[src/rtl/pipeline_perf_counter.sv]
// pipeline_perf_counter
//   On-chip event monitor for the 5-stage CPU pipeline. Counts run cycles and
//   NUM_CH per-cycle event strobes, stops after CYCLE_LIMIT counted cycles and
//   exposes every counter plus a sticky overflow map through a registered,
//   one-cycle-latency read port.
//   Optional feature macro: PERF_CNT_SNAPSHOT_EN adds shadow registers loaded
//   by snap_i. When the macro is defined, reads return the shadow copy instead
//   of the live counters.
module pipeline_perf_counter #(
   parameter int NUM_CH      = 4,
   parameter int CNT_W       = 32,
   parameter int CYCLE_LIMIT = 64,
   parameter bit SAT_MODE    = 1'b1,
   parameter int AW          = 4
) (
   input  logic              clk_i,
   input  logic              rst_n_i,
   input  logic              start_i,
   input  logic              clear_i,
   input  logic [NUM_CH-1:0] ev_i,
   input  logic              snap_i,
   input  logic              rd_en_i,
   input  logic [AW-1:0]     rd_addr_i,
   output logic [CNT_W-1:0]  rd_data_o,
   output logic              rd_valid_o,
   output logic              busy_o,
   output logic              done_o
);

   localparam logic [1:0] ST_IDLE  = 2'd0;
   localparam logic [1:0] ST_RUN   = 2'd1;
   localparam logic [1:0] ST_PAUSE = 2'd2;
   localparam logic [1:0] ST_DONE  = 2'd3;

   localparam logic [CNT_W-1:0] CNT_MAX   = {CNT_W{1'b1}};
   localparam logic [CNT_W-1:0] LIMIT_VAL = CNT_W'(CYCLE_LIMIT);
   localparam logic [AW-1:0]    OVF_ADDR  = AW'(NUM_CH + 1);

   logic [1:0]       state_q, state_d;
   logic [CNT_W-1:0] cycle_q, cycle_d;
   logic [CNT_W-1:0] ch_q [NUM_CH];
   logic [CNT_W-1:0] ch_d [NUM_CH];
   logic [NUM_CH:0]  ovf_q, ovf_d;
   logic             count_en;

   // Values presented to the read mux (live or shadow).
   logic [CNT_W-1:0] rd_cycle;
   logic [CNT_W-1:0] rd_ch [NUM_CH];
   logic [NUM_CH:0]  rd_ovf;
   logic [CNT_W-1:0] rd_mux;

   // One increment step: all-ones either sticks or rolls over to zero.
   function automatic logic [CNT_W-1:0] bump(input logic [CNT_W-1:0] v);
      if (v == CNT_MAX) return SAT_MODE ? CNT_MAX : '0;
      return v + CNT_W'(1);
   endfunction

   // Next FSM state and counter values for the coming edge.
   always_comb begin
      // NOTE: every always_comb target gets a default first so no path infers a latch.
      state_d  = state_q;
      cycle_d  = cycle_q;
      ch_d     = ch_q;
      ovf_d    = ovf_q;
      count_en = (state_q == ST_RUN) && start_i;

      case (state_q)
         ST_IDLE:  if (start_i)  state_d = ST_RUN;
         ST_PAUSE: if (start_i)  state_d = ST_RUN;
         ST_RUN:   if (!start_i) state_d = ST_PAUSE;
         default:  state_d = state_q;
      endcase

      if (count_en) begin
         cycle_d = bump(cycle_q);
         if (cycle_q == CNT_MAX) ovf_d[0] = 1'b1;
         for (int k = 0; k < NUM_CH; k++) begin
            if (ev_i[k]) begin
               ch_d[k] = bump(ch_q[k]);
               if (ch_q[k] == CNT_MAX) ovf_d[k+1] = 1'b1;
            end
         end
         // The edge that reaches the limit still counts its events.
         if (CYCLE_LIMIT != 0 && cycle_d == LIMIT_VAL) state_d = ST_DONE;
      end
   end

   // FSM and counter registers; clear_i overrides any counting on its edge.
   always_ff @(posedge clk_i or negedge rst_n_i) begin
      // NOTE: non-blocking assignments so every flop here sees the pre-edge values.
      if (!rst_n_i) begin
         state_q <= ST_IDLE;
         cycle_q <= '0;
         ovf_q   <= '0;
         // NOTE: the channel array is flops rather than RAM, so it is async-reset like the rest.
         for (int k = 0; k < NUM_CH; k++) ch_q[k] <= '0;
      end else if (clear_i) begin
         state_q <= ST_IDLE;
         cycle_q <= '0;
         ovf_q   <= '0;
         for (int k = 0; k < NUM_CH; k++) ch_q[k] <= '0;
      end else begin
         state_q <= state_d;
         cycle_q <= cycle_d;
         ovf_q   <= ovf_d;
         ch_q    <= ch_d;
      end
   end

`ifdef PERF_CNT_SNAPSHOT_EN
   logic [CNT_W-1:0] cycle_s;
   logic [CNT_W-1:0] ch_s [NUM_CH];
   logic [NUM_CH:0]  ovf_s;

   // Shadow copy of the post-update counters, loaded on snap_i.
   always_ff @(posedge clk_i or negedge rst_n_i) begin
      if (!rst_n_i) begin
         cycle_s <= '0;
         ovf_s   <= '0;
         for (int k = 0; k < NUM_CH; k++) ch_s[k] <= '0;
      end else if (clear_i) begin
         cycle_s <= '0;
         ovf_s   <= '0;
         for (int k = 0; k < NUM_CH; k++) ch_s[k] <= '0;
      end else if (snap_i) begin
         cycle_s <= cycle_d;
         ovf_s   <= ovf_d;
         ch_s    <= ch_d;
      end
   end

   assign rd_cycle = cycle_s;
   assign rd_ch    = ch_s;
   assign rd_ovf   = ovf_s;
`else
   // Without shadow registers the snapshot strobe has no function.
   logic snap_unused;
   assign snap_unused = snap_i;

   assign rd_cycle = cycle_q;
   assign rd_ch    = ch_q;
   assign rd_ovf   = ovf_q;
`endif

   // Address decode; unmapped addresses read as zero.
   always_comb begin
      rd_mux = '0;
      if (rd_addr_i == '0)
         rd_mux = rd_cycle;
      else if (rd_addr_i == OVF_ADDR)
         rd_mux = CNT_W'(rd_ovf);
      for (int k = 0; k < NUM_CH; k++) begin
         if (rd_addr_i == AW'(k + 1)) rd_mux = rd_ch[k];
      end
   end

   // Registered read port: data holds between accepted reads.
   always_ff @(posedge clk_i or negedge rst_n_i) begin
      if (!rst_n_i) begin
         rd_data_o  <= '0;
         rd_valid_o <= 1'b0;
      end else begin
         rd_valid_o <= rd_en_i;
         if (rd_en_i) rd_data_o <= rd_mux;
      end
   end

   assign busy_o = (state_q == ST_RUN) || (state_q == ST_PAUSE);
   assign done_o = (state_q == ST_DONE);

endmodule

[config.mk]
export PLATFORM = sky130hd
export DESIGN_NAME = pipeline_perf_counter
export DESIGN_NICKNAME = d
export VERILOG_FILES = /design/src/rtl/pipeline_perf_counter.sv
export SDC_FILE = /design/constraint.sdc
export NUM_CORES = 1
export LEC_CHECK = 0
export ABC_AREA = 1
export BUFFER_PORTS_ARGS = -buffer_cell sky130_fd_sc_hd__buf_2
export CAP_MARGIN = 30
export CORE_MARGIN = 2
export CORE_UTILIZATION = 33
export DETAILED_ROUTE_END_ITERATION = 8
export PLACE_DENSITY = 0.5
export SETUP_SLACK_MARGIN = 0.3
export SYNTH_ARGS = -nofsm -noshare
export SYNTH_HDL_FRONTEND = slang
export SYNTH_SLANG_ARGS = --single-unit
[constraint.sdc]
create_clock -name clk_i -period 6.29 [get_ports clk_i]
set_input_delay 0.3145 -clock clk_i [delete_from_list [all_inputs] [get_ports clk_i]]
set_output_delay 0.3145 -clock clk_i [all_outputs]
set_load 0.01 [all_outputs]
; ---- After elaboration in Yosys (flattened, before gate mapping)
; Index checks and enable logic that the tools add are counted.
[totals]
inputBits = 14
register_bits = 200
output_inout_bits = 35
[op_classes]
mux = 56
n_addsub = 5
n_eq_ne = 14
reduce_logical = 24
[ops]
columns = op, n
row1 = 32-bit two-way mux, 22
row2 = 128-bit two-way mux, 2
row3 = 32-bit by 1-bit adder with 32-bit output (second input constant), 5
row4 = 32-bit equality test (second input constant), 5
row5 = 32-bit by 7-bit equality test with 1-bit output (second input constant), 1
row6 = 1-bit two-way mux, 23
row7 = 2-bit nonzero test, 10
row8 = 5-bit two-way mux, 3
row9 = 3-bit AND reduction, 4
row10 = 2-bit two-way mux, 5
row11 = 2-bit AND reduction, 5
row12 = 4-bit by 2-bit equality test with 1-bit output (second input constant), 2
row13 = 4-bit by 3-bit equality test with 1-bit output (second input constant), 2
row14 = 2-bit equality test (second input constant), 2
row15 = 4-bit by 1-bit equality test with 1-bit output (second input constant), 1
row16 = 4-bit logical NOT, 1
row17 = 2-bit case mux with 2 select lines, 1
row18 = 2-bit by 1-bit equality test with 1-bit output (second input constant), 1
row19 = 2-bit logical NOT, 1
row20 = 2-bit OR reduction, 1
row21 = 1-bit logical AND, 1
row22 = 1-bit logical OR, 1

; ---- Logic depth before layout (Yosys ltp)
; Gate-level depths: netlist of the first run.
[depth]
word_depth = 9
mapped_depth = 14
depth_no_buf = 14

; ---- Least setup slack after synthesis of the first run
; OpenSTA, ideal clock, no wires.
[synth_path]
path_type = register to register
from = register state_q[1]
to = register ch_q[90] (netlist name)
slack_ns = 4.194
arrival_time_ns = 2.028
setup_ns = 0.068
path_stages_with_launch = 12
cell_sequence = dfrtp_1 inv_1 ha_1 nand2_1 inv_2 nand2_2 nor2_2 inv_2 or3_1 buf_6 buf_8 nand3_1
[synth_between]
elab_chain_len = 4
[synth_rtl]
columns = element, line
row1 = "start, declared", 39  ; logic [1:0] state_q, state_d;
row2 = "start signal, assigned", 103  ; state_q <= state_d;
row3 = 2-bit by 1-bit equality test with 1-bit output, 65  ; count_en = (state_q == ST_RUN) && start_i;
row4 = 1-bit logical AND, 65
row5 = 2-bit nonzero test (no line), n/a
row6 = 2-bit AND reduction (no line), n/a
row7 = "end signal, assigned", 106  ; ch_q <= ch_d;
row8 = "end, declared", 41  ; logic [CNT_W-1:0] ch_q [NUM_CH];
; No other way between the ends.
; A chain may end at the register's enable or synchronous reset.

; ---- Final worst setup path of the first run
[layout_path]
from = register state_q[1]
to = register ch_q[66] (netlist name)
; Same word-level chain as after synthesis.

==> results.py, run 1 <==
metrics = {
    "yosys": {
        "synth_compound_area_share_pct": 18.9,
        "avgSynthCellArea_um2": 7.09,
        "synth.net_count": 1801,
        "synth_largest_area_cell": "dfrtp_1",
        "synthXorXnorAreaFrac_pct": 4.03,
        "synthArstFlopShare_pct": 100,
        "ys.flop_type": "dfrtp_1",
        "synth_mux_area_share_pct": 0,
        "seq_area_frac_synth_pct": 39.7,
        "yosys.area.top_type_share_pct": 39.7,
        "synth-adder-area-share_pct": 0.893,
        "ys_types": 49,
        "synth_seq_cells": 200,
        "synth_simple_gate_area_share_pct": 27.6,
        "synth_area_um2": 12600,
        "synth_edf_count": 0,
        "syn-instance-count": 1778,
        "synth_top_family_by_area": "simple AND/OR/NAND/NOR gates",
        "ys_warn_count": 0,
        "synth_area_leaders": "dfrtp_1 (40%), nand2_1 (12%), o21ai_0 (9.6%)",
    },
    "sta": {
        "whs_ns": 0.226,
        "relSlewSlack_pct": 37.4,
        "fin_setup_tns_ns": 0,
        "timing.fmax_ghz": 0.292,
        "fin_skew_ns": 0.0194,
        "fin_crit_ns": 3.42,
        "hold_viol_final": 0,
        "finalCritPeriodShare_pct": 54.4,
        "setup_viol": 0,
        "tightest_slew_ns": 0.931,
        "rsz0062_at_grt": "no",
        "finalMaxSlewViolations": 0,
    },
    "clocking": {
        "cts_tree": "yes",
        "clk_pin_slew_worst_paths_ns": 0.08,
        "clockRootBuffer": "clkbuf_16",
        "clock-sinks": 200,
        "cts_buffer_depth": 2,
        "cts_hold_buf": 2,
        "cts_resized": 0,
        "clock_latency_ns": 0.48,
        "cts_made_buffers": 17,
        "htreeDepth": 4,
        "post_cts_buffers": 0,
    },
    "cells_and_area": {
        "syn_to_final_growth_pct": 11.4,
        "final_nets": 1829,
        "drive_gt1_share_pct": 7.81,
        "regArea_um2": 5000,
        "fillers": 4079,
        "multi_input_area_um2": 6500,
        "antenna_cells": 0,
    },
    "critical_path": {
        "path_cells": "inv_1 -> ha_1 -> nand2_1 -> inv_2 -> nand2_2 -> nor2_2 -> inv_2 -> or3_1 -> buf_8 -> o221ai_1",
        "end_kind": "flip-flop",
        "cp_common_cell": "inv_2",
        "crit_type": "reg -> reg",
        "crit_fanout": 17,
        "slowest_delay_ns": 0.68,
        "startpoint_type": "flip-flop",
        "worstPathRequired_ns": 6.66,
        "crit_slowest_cell": "or3_1",
        "critPathArrivalTime_ns": 3.79,
    },
    "global_route": {
        "grt_pass1_wl_um": 67200,
        "grt_usage_pct": 22.2,
        "grt_max_degree": 95,
        "grt-ovfl-total": 0,
        "grt_pass1_vias": 11565,
        "grt_antenna_before_repair": 0,
    },
    "floorplan": {
        "initial_core_util_pct": 33.5,
        "die_w_um": 199,
        "io_pins": 49,
        "dieHeight_um": 199,
        "rows": 71,
        "core_um2": 37700,
        "die_area_um2": 39800,
    },
    "power_and_ir_drop": {
        "ir_worst_vdd_mv": 0.181,
        "p_per_area_nw_per_um2": 184,
        "power.static_leakage_nw": 5.87,
    },
    "detailed_routing": {
        "via_per_inst": 5.31,
        "drcViolationCount": 0,
        "first_pass_iters": 6,
        "routed_wl_um": 43000,
        "drt-initial-drc-count": 1075,
        "wire_per_inst_um": 18.4,
        "final_antenna_net_count": 0,
        "vias": 12358,
    },
    "placed_design": {
        "port_buffers": 47,
        "hpwl_um": 31800,
        "place_congestion": 0.953,
    },
    "min_path": {
        "hp-class": "in -> reg",
    },
    "outcome": {
        "status": "completed",
    },
    "job": {
        "drv_cap": 0,
    },
}
[power breakdown]
| group | switching [mW] | internal (mW) | total, mW |
|---|---|---|---|
| Combinational | 0.0935 | 0.0257 | 0.119 |
| Sequential | 0.00943 | 1.29 | 1.30 |
| Clock | 0.598 | 0.570 | 1.17 |
| Total | 0.701 | 1.89 | 2.59 |
[stage by stage]
| step | instances | util (%) | setup slack (ns) | power, mW | instance area (um2) |
|---|---|---|---|---|---|
| floorplan | 1778 | - | 4.19 | 1.37 | 12600 |
| global placement | 2293 | 35.4 | 2.75 | 1.44 | 13300 |
| detailed placement | 2295 | 35.6 | 2.95 | 1.44 | 13400 |
| CTS | 2328 | 37.2 | 2.94 | 2.61 | 14000 |
| global route | 2329 | 37.3 | 2.70 | 2.68 | 14000 |
| finish | 2329 | 37.3 | 2.87 | 2.59 | 14000 |
[logic make-up (layout without fill, tap and decap cells)]
group                    Yosys count  in the layout
AND/OR/NAND/NOR                  798            798
AO/OA/AOI/OAI                    430            430
buffers and inverters            283            323
flip-flops                       200            200
XOR/XNOR                          58             58
adder cells (fa/ha/maj)            9              9
[cell usage after synthesis, types with 2 or more instances]
cell / n
or2_2: 3
nor2_2: 13
buf_6: 3
clkbuf_1: 45
o31ai_1: 2
ha_1: 9
o22ai_1: 43
nor3_1: 51
buf_2: 5
nand4_1: 33
dfrtp_1: 200
o21ai_0: 242
o21ai_1: 2
nor2_1: 160
a21oi_1: 91
clkinv_1: 2
o311ai_0: 3
nand2_2: 6
xor2_1: 50
nor2_4: 4
o211ai_1: 13
nand3_1: 104
o21ai_2: 3
a211oi_1: 4
inv_1: 221
a22oi_1: 2
nand3_2: 4
nor3_2: 3
xnor2_1: 8
inv_2: 3
o221ai_1: 16
nand2_1: 395
o211ai_2: 2
nor4_1: 18
[layout by cell type, fill, tap and decap left out, types with 2 or more instances in the layout]
cell type and count:
a211oi_1 4, a21oi_1 91, a22oi_1 2, buf_16 2, buf_2 46, buf_4 14
buf_8 2, clkbuf_16 17, clkinv_1 2, clkinv_8 3, dfrtp_1 200, dlygate4sd3_1 2
ha_1 9, inv_1 221, inv_2 3, inv_6 5, inv_8 3, nand2_1 395
nand2_2 6, nand3_1 104, nand3_2 4, nand4_1 33, nor2_1 159, nor2_2 14
nor2_4 4, nor3_1 51, nor3_2 3, nor4_1 17, o211ai_1 13, o211ai_2 2
o21ai_0 241, o21ai_1 2, o21ai_2 4, o221ai_1 16, o22ai_1 43, o311ai_0 3
o31ai_1 2, or2_2 3, xnor2_1 8, xor2_1 50
[worst max-delay path, delay by kind of cell (launching register included)]
family          cells  cell delay (ns)
simple gates        4             1.75
fa+ha+maj           1             0.20
compound gates      1             0.08
flops               1             0.41
buf+inv             4             0.87
[worst paths after layout]
path	from	end	slack, ns	depth (start not counted)
max	state_q[1]$_DFF_PN0_	ch_q[66]$_DFFE_PN0P_	2.87	10
min	start_i	state_q[1]$_DFF_PN0_	0.23	4
max reg2reg	state_q[1]$_DFF_PN0_	ch_q[66]$_DFFE_PN0P_	2.87	10
min reg2reg	rd_data_o[3]$_DFFE_PN0P_	rd_data_o[3]$_DFFE_PN0P_	0.48	2
max in group asynchronous	rst_n_i	ch_q[4]$_DFFE_PN0P_	4.52	3
min in group asynchronous	rst_n_i	cycle_q[20]$_DFFE_PN0P_	0.44	2
[registers in the layout (all words and copies together) (netlist names)]
name        count
ovf_q           5
cycle_q        32
state_q         2
ch_q          128
rd_data_o      32
rd_valid_o      1
[per-layer routing]
metal  up-vias  part of all wire (%)  routed length (um)  track usage (%)
li1       6014                     -                   -                -
met1      5970                    50               21300             33.2
met2       335                    44               18700             33.5
met3        39                   4.9                2110             3.04
met4         0                   1.8                 775             5.49
met5         -                     0                   0                0
[cell type report]
class                   count  share of cell area (%)
clock buffers              17                    3.03
clock inverters            14                    1.23
inverters                 226                    6.04
multi-input cells        1295                    46.3
flip-flops and latches    200                    35.7
well taps                 511                    4.56
repair buffers             66                    3.14
No activity file was read; power rests on OpenSTA's default activity.
==> run 2: changes to the inputs <==
==> constraint.sdc (replaced) <==
create_clock -name clk_i -period 3.2 [get_ports clk_i]
set_input_delay 0.16 -clock clk_i [delete_from_list [all_inputs] [get_ports clk_i]]
set_output_delay 0.16 -clock clk_i [all_outputs]
set_load 0.01 [all_outputs]
==> run 2 against run 1 <==
Net effect:
- clock power is 97% higher
- sequential power is 96% higher
- first-iteration DRC count is 5.2% higher
- critical path depth is 2 higher
==> results.py, run 2 (synthesized netlist as in run 1, its figures left out) <==
metrics = {
    "cells_and_area": {
        "fillers": 4060,
        "syn_to_final_growth_pct": 12.1,
        "regMostFlops": "ch_q",
        "layout_commonest_cell": "nand2_1",
        "regArea_um2": 5000,
        "multi_input_area_um2": 6510,
        "reg_top3": "ch_q (128), cycle_q (32), rd_data_o (32)",
        "mostFrequentLayoutCells": "nand2_1 (395), o21ai_0 (241), inv_1 (221)",
        "drive_gt1_share_pct": 8.52,
        "largest_reg_flops": 128,
        "final_nets": 1841,
    },
    "clocking": {
        "cts_buffer_depth": 2,
        "htreeDepth": 4,
        "cts_tree": "yes",
        "clock_latency_ns": 0.47,
        "clk_pin_slew_worst_paths_ns": 0.09,
        "cts_made_buffers": 17,
        "clockRootBuffer": "clkbuf_16",
        "clock-sinks": 200,
    },
    "sta": {
        "finalCritPeriodShare_pct": 83.8,
        "fin_setup_tns_ns": 0,
        "tightest_slew_ns": 0.879,
        "relSlewSlack_pct": 40.9,
        "hold_viol_final": 0,
        "rsz0062_at_grt": "no",
        "finalMaxSlewViolations": 0,
        "timing.fmax_ghz": 0.373,
        "fin_crit_ns": 2.68,
        "setup_viol": 0,
        "fin_skew_ns": 0.0151,
    },
    "critical_path": {
        "cp-startpoint": "cycle_q[1]$_DFFE_PN0P_",
        "startpoint_type": "flip-flop",
        "critPathArrivalTime_ns": 3.02,
        "reg2reg_from": "cycle_q[1]$_DFFE_PN0P_",
        "r2r_end": "state_q[0]$_DFF_PN0_",
        "ff2ff_path_depth": 12,
        "critPathBufInv": 0,
        "crit_slowest_cell": "nand3_2",
        "rrSetupSlack_ns": 0.52,
        "crit_type": "reg -> reg",
        "worstPathRequired_ns": 3.53,
        "worst_path_dominant_cell_family": "simple AND/OR/NAND/NOR gates",
        "path_cells": "ha_1 -> nand2_1 -> nor2_1 -> nand2_1 -> nor2_2 -> nand3_2 -> nand3_1 -> nor2_1 -> nand2_1 -> nor2_1 -> nand3_1 -> a21oi_1",
        "slowest_delay_ns": 0.41,
        "end_kind": "flip-flop",
        "crit_fanout": 18,
    },
    "detailed_routing": {
        "vias": 12323,
        "via_per_inst": 5.26,
        "drt-initial-drc-count": 1131,
        "wire_per_inst_um": 18.4,
        "final_antenna_net_count": 0,
        "routed_wl_um": 43100,
        "drcViolationCount": 0,
        "first_pass_iters": 5,
    },
    "min_path": {
        "holdPathEnd": "state_q[1]$_DFF_PN0_",
        "min_delay_path_depth": 4,
        "hp-class": "in -> reg",
        "holdCritStartpoint": "start_i",
    },
    "global_route": {
        "grt_max_degree": 99,
        "grt_usage_pct": 22.4,
        "grt_antenna_before_repair": 1,
        "grt_pass1_vias": 11608,
        "grt-ovfl-total": 0,
        "grt_pass1_wl_um": 67800,
    },
    "power_and_ir_drop": {
        "power.static_leakage_nw": 5.94,
        "total_power_mw": 5.09,
        "p_per_area_nw_per_um2": 360,
        "ir_worst_vdd_mv": 0.359,
    },
    "placed_design": {
        "port_buffers": 47,
        "hpwl_um": 32500,
        "place_congestion": 0.929,
    },
    "floorplan": {
        "core_um2": 37700,
        "initial_core_util_pct": 33.5,
        "io_pins": 49,
        "die_w_um": 199,
        "dieHeight_um": 199,
        "die_area_um2": 39800,
        "rows": 71,
    },
    "job": {
        "drv_cap": 0,
    },
    "outcome": {
        "status": "completed",
    },
}
[run 2: metrics by stage]
step / util [%] / worst slack (ns) / area (um2) / hold WS, ns / std cells
after floorplan: - / 1.10 / 12600 / -0.136 / 1778
after global placement: 35.7 / 0.577 / 13400 / 0.261 / 2304
after detailed placement: 35.8 / 0.518 / 13500 / 0.272 / 2305
after CTS: 37.4 / 0.500 / 14100 / 0.0260 / 2339
after global routing: 37.5 / 0.328 / 14100 / 0.0871 / 2343
final: 37.5 / 0.518 / 14100 / 0.0516 / 2344
[run 2: area by class of cell]
| type | count | share of cell area (%) |
|---|---|---|
| Antenna cell | 2 | 0.0354 |
| Inverter | 226 | 6.00 |
| Sequential cell | 200 | 35.4 |
| Tap cell | 511 | 4.52 |
| Clock inverter | 14 | 1.19 |
| Timing Repair Buffer | 78 | 3.65 |
| Clock buffer | 18 | 3.11 |
| Multi-Input combinational cell | 1295 | 46.1 |
[run 2: worst max-delay path by stage]
stage | end | cells after the start
2_1_floorplan | ch_q[90]$_DFFE_PN0P_ | 11
3_3_place_gp | state_q[1]$_DFF_PN0_ | 12
3_5_place_dp | ch_q[61]$_DFFE_PN0P_ | 10
4_1_cts | state_q[0]$_DFF_PN0_ | 12
5_1_grt | state_q[0]$_DFF_PN0_ | 12
6_report | state_q[0]$_DFF_PN0_ | 12
[run 2: per-layer routing]
| layer | up-vias | wire, um | GRT usage [%] |
|---|---|---|---|
| met4 | 0 | 1080 | 7.24 |
| li1 | 6028 | - | - |
| met2 | 320 | 18700 | 33.4 |
| met1 | 5924 | 21200 | 33.4 |
| met5 | - | 0 | 0 |
| met3 | 51 | 2150 | 2.68 |
[run 2: worst register-to-register path: cells and delay by family (launching register included)]
kind                     cells  cell delay (ns)
flip-flops                   1             0.40
AO/OA/AOI/OAI                1             0.10
adder cells (fa/ha/maj)      1             0.23
AND/OR/NAND/NOR             10             1.82
[run 2: what timing repair did]
item | in CTS | in global routing
buffers inserted | 0 | 3
hold endpoints to repair | 98 | 0
endpoints found under the setup margin | 0 | 5
gates resized for setup | 0 | 1
hold buffers | 2 | 0
[run 2: power breakdown]
group,internal [mW],switching (mW)
logic,0.0528,0.182
registers,2.54,0.0176
clock network,1.09,1.21
total,3.68,1.41
==> run 3: changes to the inputs <==
==> constraint.sdc (replaced) <==
create_clock -name clk_i -period 2.47 [get_ports clk_i]
set_input_delay 0.1235 -clock clk_i [delete_from_list [all_inputs] [get_ports clk_i]]
set_output_delay 0.1235 -clock clk_i [all_outputs]
set_load 0.01 [all_outputs]
==> run 3 against run 2 <==
Net effect:
- combinational power is 56% higher
- sequential power rose by 29%
- sequential cell count unchanged
- critical endpoint is now ch_q[83]$_DFFE_PN0P_
- largest cell class unchanged
==> results.py, run 3 (synthesized netlist as in run 1, its figures left out) <==
metrics = {
    "critical_path": {
        "crit_fanout": 6,
        "worstPathRequired_ns": 2.86,
        "critPathArrivalTime_ns": 2.53,
        "crit_type": "reg -> reg",
        "startpoint_type": "flip-flop",
        "end_kind": "flip-flop",
        "ff2ff_path_depth": 12,
    },
    "detailed_routing": {
        "routed_wl_um": 45600,
        "final_antenna_net_count": 0,
        "drt-initial-drc-count": 1182,
        "vias": 12898,
        "wire_per_inst_um": 18.8,
        "via_per_inst": 5.32,
        "first_pass_iters": 6,
        "drcViolationCount": 0,
    },
    "floorplan": {
        "io_pins": 49,
        "die_area_um2": 39800,
        "initial_core_util_pct": 33.5,
        "dieHeight_um": 199,
        "core_um2": 37700,
        "rows": 71,
        "die_w_um": 199,
    },
    "clocking": {
        "clk_pin_slew_worst_paths_ns": 0.08,
        "cts_tree": "yes",
        "htreeDepth": 4,
        "clock_latency_ns": 0.47,
        "clockRootBuffer": "clkbuf_16",
        "cts_buffer_depth": 2,
        "clock-sinks": 200,
        "cts_made_buffers": 17,
    },
    "power_and_ir_drop": {
        "p_per_area_nw_per_um2": 434,
        "power.static_leakage_nw": 6.52,
        "ir_worst_vdd_mv": 0.437,
    },
    "min_path": {
        "min_delay_path_depth": 2,
        "hp-class": "in -> reg",
    },
    "sta": {
        "setup_viol": 0,
        "rsz0062_at_grt": "yes",
        "relSlewSlack_pct": 52.8,
        "fin_skew_ns": 0.0194,
        "fin_crit_ns": 2.14,
        "timing.fmax_ghz": 0.467,
        "tightest_slew_ns": 0.707,
        "finalCritPeriodShare_pct": 86.7,
        "hold_viol_final": 0,
        "finalMaxSlewViolations": 0,
        "fin_setup_tns_ns": 0,
    },
    "placed_design": {
        "dpl_cell_area_um2": 13800,
        "place_congestion": 0.925,
        "port_buffers": 47,
        "hpwl_um": 33300,
    },
    "global_route": {
        "grt_max_degree": 77,
        "grt_antenna_before_repair": 0,
        "grt_pass1_vias": 11850,
        "grt_usage_pct": 22.9,
        "grt-ovfl-total": 0,
        "grt_pass1_wl_um": 69100,
    },
    "cells_and_area": {
        "mostFrequentLayoutCells": "nand2_1 (379), o21ai_0 (216), inv_1 (210)",
        "syn_to_final_growth_pct": 22.6,
        "reg_top3": "ch_q (128), cycle_q (32), rd_data_o (32)",
        "regMostFlops": "ch_q",
        "drive_gt1_share_pct": 17.9,
        "layout_commonest_cell": "nand2_1",
        "antenna_cells": 0,
        "final_cell_area_um2": 15400,
        "final_nets": 1924,
        "largest_reg_flops": 128,
    },
    "outcome": {
        "status": "completed",
    },
    "job": {
        "drv_cap": 0,
    },
}
run 3: cell count changes in the layout (fill, tap and decap cells not counted), sizes merged:
| cell | previous run | this run |
|---|---|---|
| diode | 2 | 0 |
| inv | 234 | 230 |
| clkbuf | 18 | 20 |
| bufbuf | 0 | 1 |
| bufinv | 0 | 1 |
| buf | 76 | 156 |
| clkinvlp | 0 | 3 |
run 3: critical path, stage by stage, from the launching register on:
cell	delay (ns)
dfrtp_1	0.41
ha_4	0.17
nand2_4	0.06
nor2_4	0.12
inv_2	0.06
nor2_4	0.13
nand4_4	0.12
nor2_4	0.15
nand2_2	0.09
or3_4	0.41
buf_8	0.15
buf_6	0.13
o211ai_2	0.05
run 3: path summary, 6_finish.rpt:
kind,from,to,slack (ns)
min reg2reg,rd_data_o[2]$_DFFE_PN0P_,rd_data_o[2]$_DFFE_PN0P_,0.48
max in group asynchronous,rst_n_i,rd_data_o[16]$_DFFE_PN0P_,1.45
min in group asynchronous,rst_n_i,cycle_q[20]$_DFFE_PN0P_,0.26
max,ch_q[65]$_DFFE_PN0P_,ch_q[83]$_DFFE_PN0P_,0.33
max reg2reg,ch_q[65]$_DFFE_PN0P_,ch_q[83]$_DFFE_PN0P_,0.33
min,clear_i,state_q[1]$_DFF_PN0_,0.07
run 3: timing repair:
action / CTS / global route
buffers inserted: 8 / 40
endpoints found under the hold margin: 72 / 0
gates resized for setup: 32 / 158
gates cloned: 1 / 4
pin swaps: 7 / 43
setup endpoints to repair: 105 / 138
hold buffers: 2 / 0
run 3: cell type report:
type | instances | area, um2
clock inverter | 14 | 175
fill | 3960 | 22200
inverter | 226 | 858
multi-input combinational | 1295 | 7000
timing repair buffer | 161 | 1320
tap | 511 | 639
clock buffer | 18 | 439
sequential | 200 | 5010
run 3: through the flow:
| stage | cells | hold WS (ns) | total power [mW] | setup WS [ns] | utilization, % |
|---|---|---|---|---|---|
| floorplan | 1778 | -0.172 | 3.50 | 0.374 | - |
| global placement | 2338 | 0.176 | 3.71 | 0.0785 | 36.5 |
| detailed placement | 2338 | 0.168 | 3.71 | 0.0514 | 36.5 |
| CTS | 2381 | 0.0347 | 6.76 | 0.285 | 38.8 |
| global route | 2425 | 0.0749 | 6.92 | 0.230 | 41.0 |
| finish | 2425 | 0.0707 | 6.70 | 0.328 | 41.0 |
run 3: where the power goes:
part / leakage [nW] / internal, mW / switching (mW)
clock network: 0.298 / 1.49 / 1.54
registers: 2.78 / 3.29 / 0.0167
logic: 3.44 / 0.0992 / 0.268
total: 6.52 / 4.88 / 1.83
run 3: layer usage:
metal,routed length [um],GRT usage [%],part of all wire [%],vias up
met5,0,0,0,-
met4,1020,7.02,2.2,0
met3,2010,2.50,4.4,47
met2,20400,34.4,45,372
met1,22200,34.2,49,6267
li1,-,-,-,6212
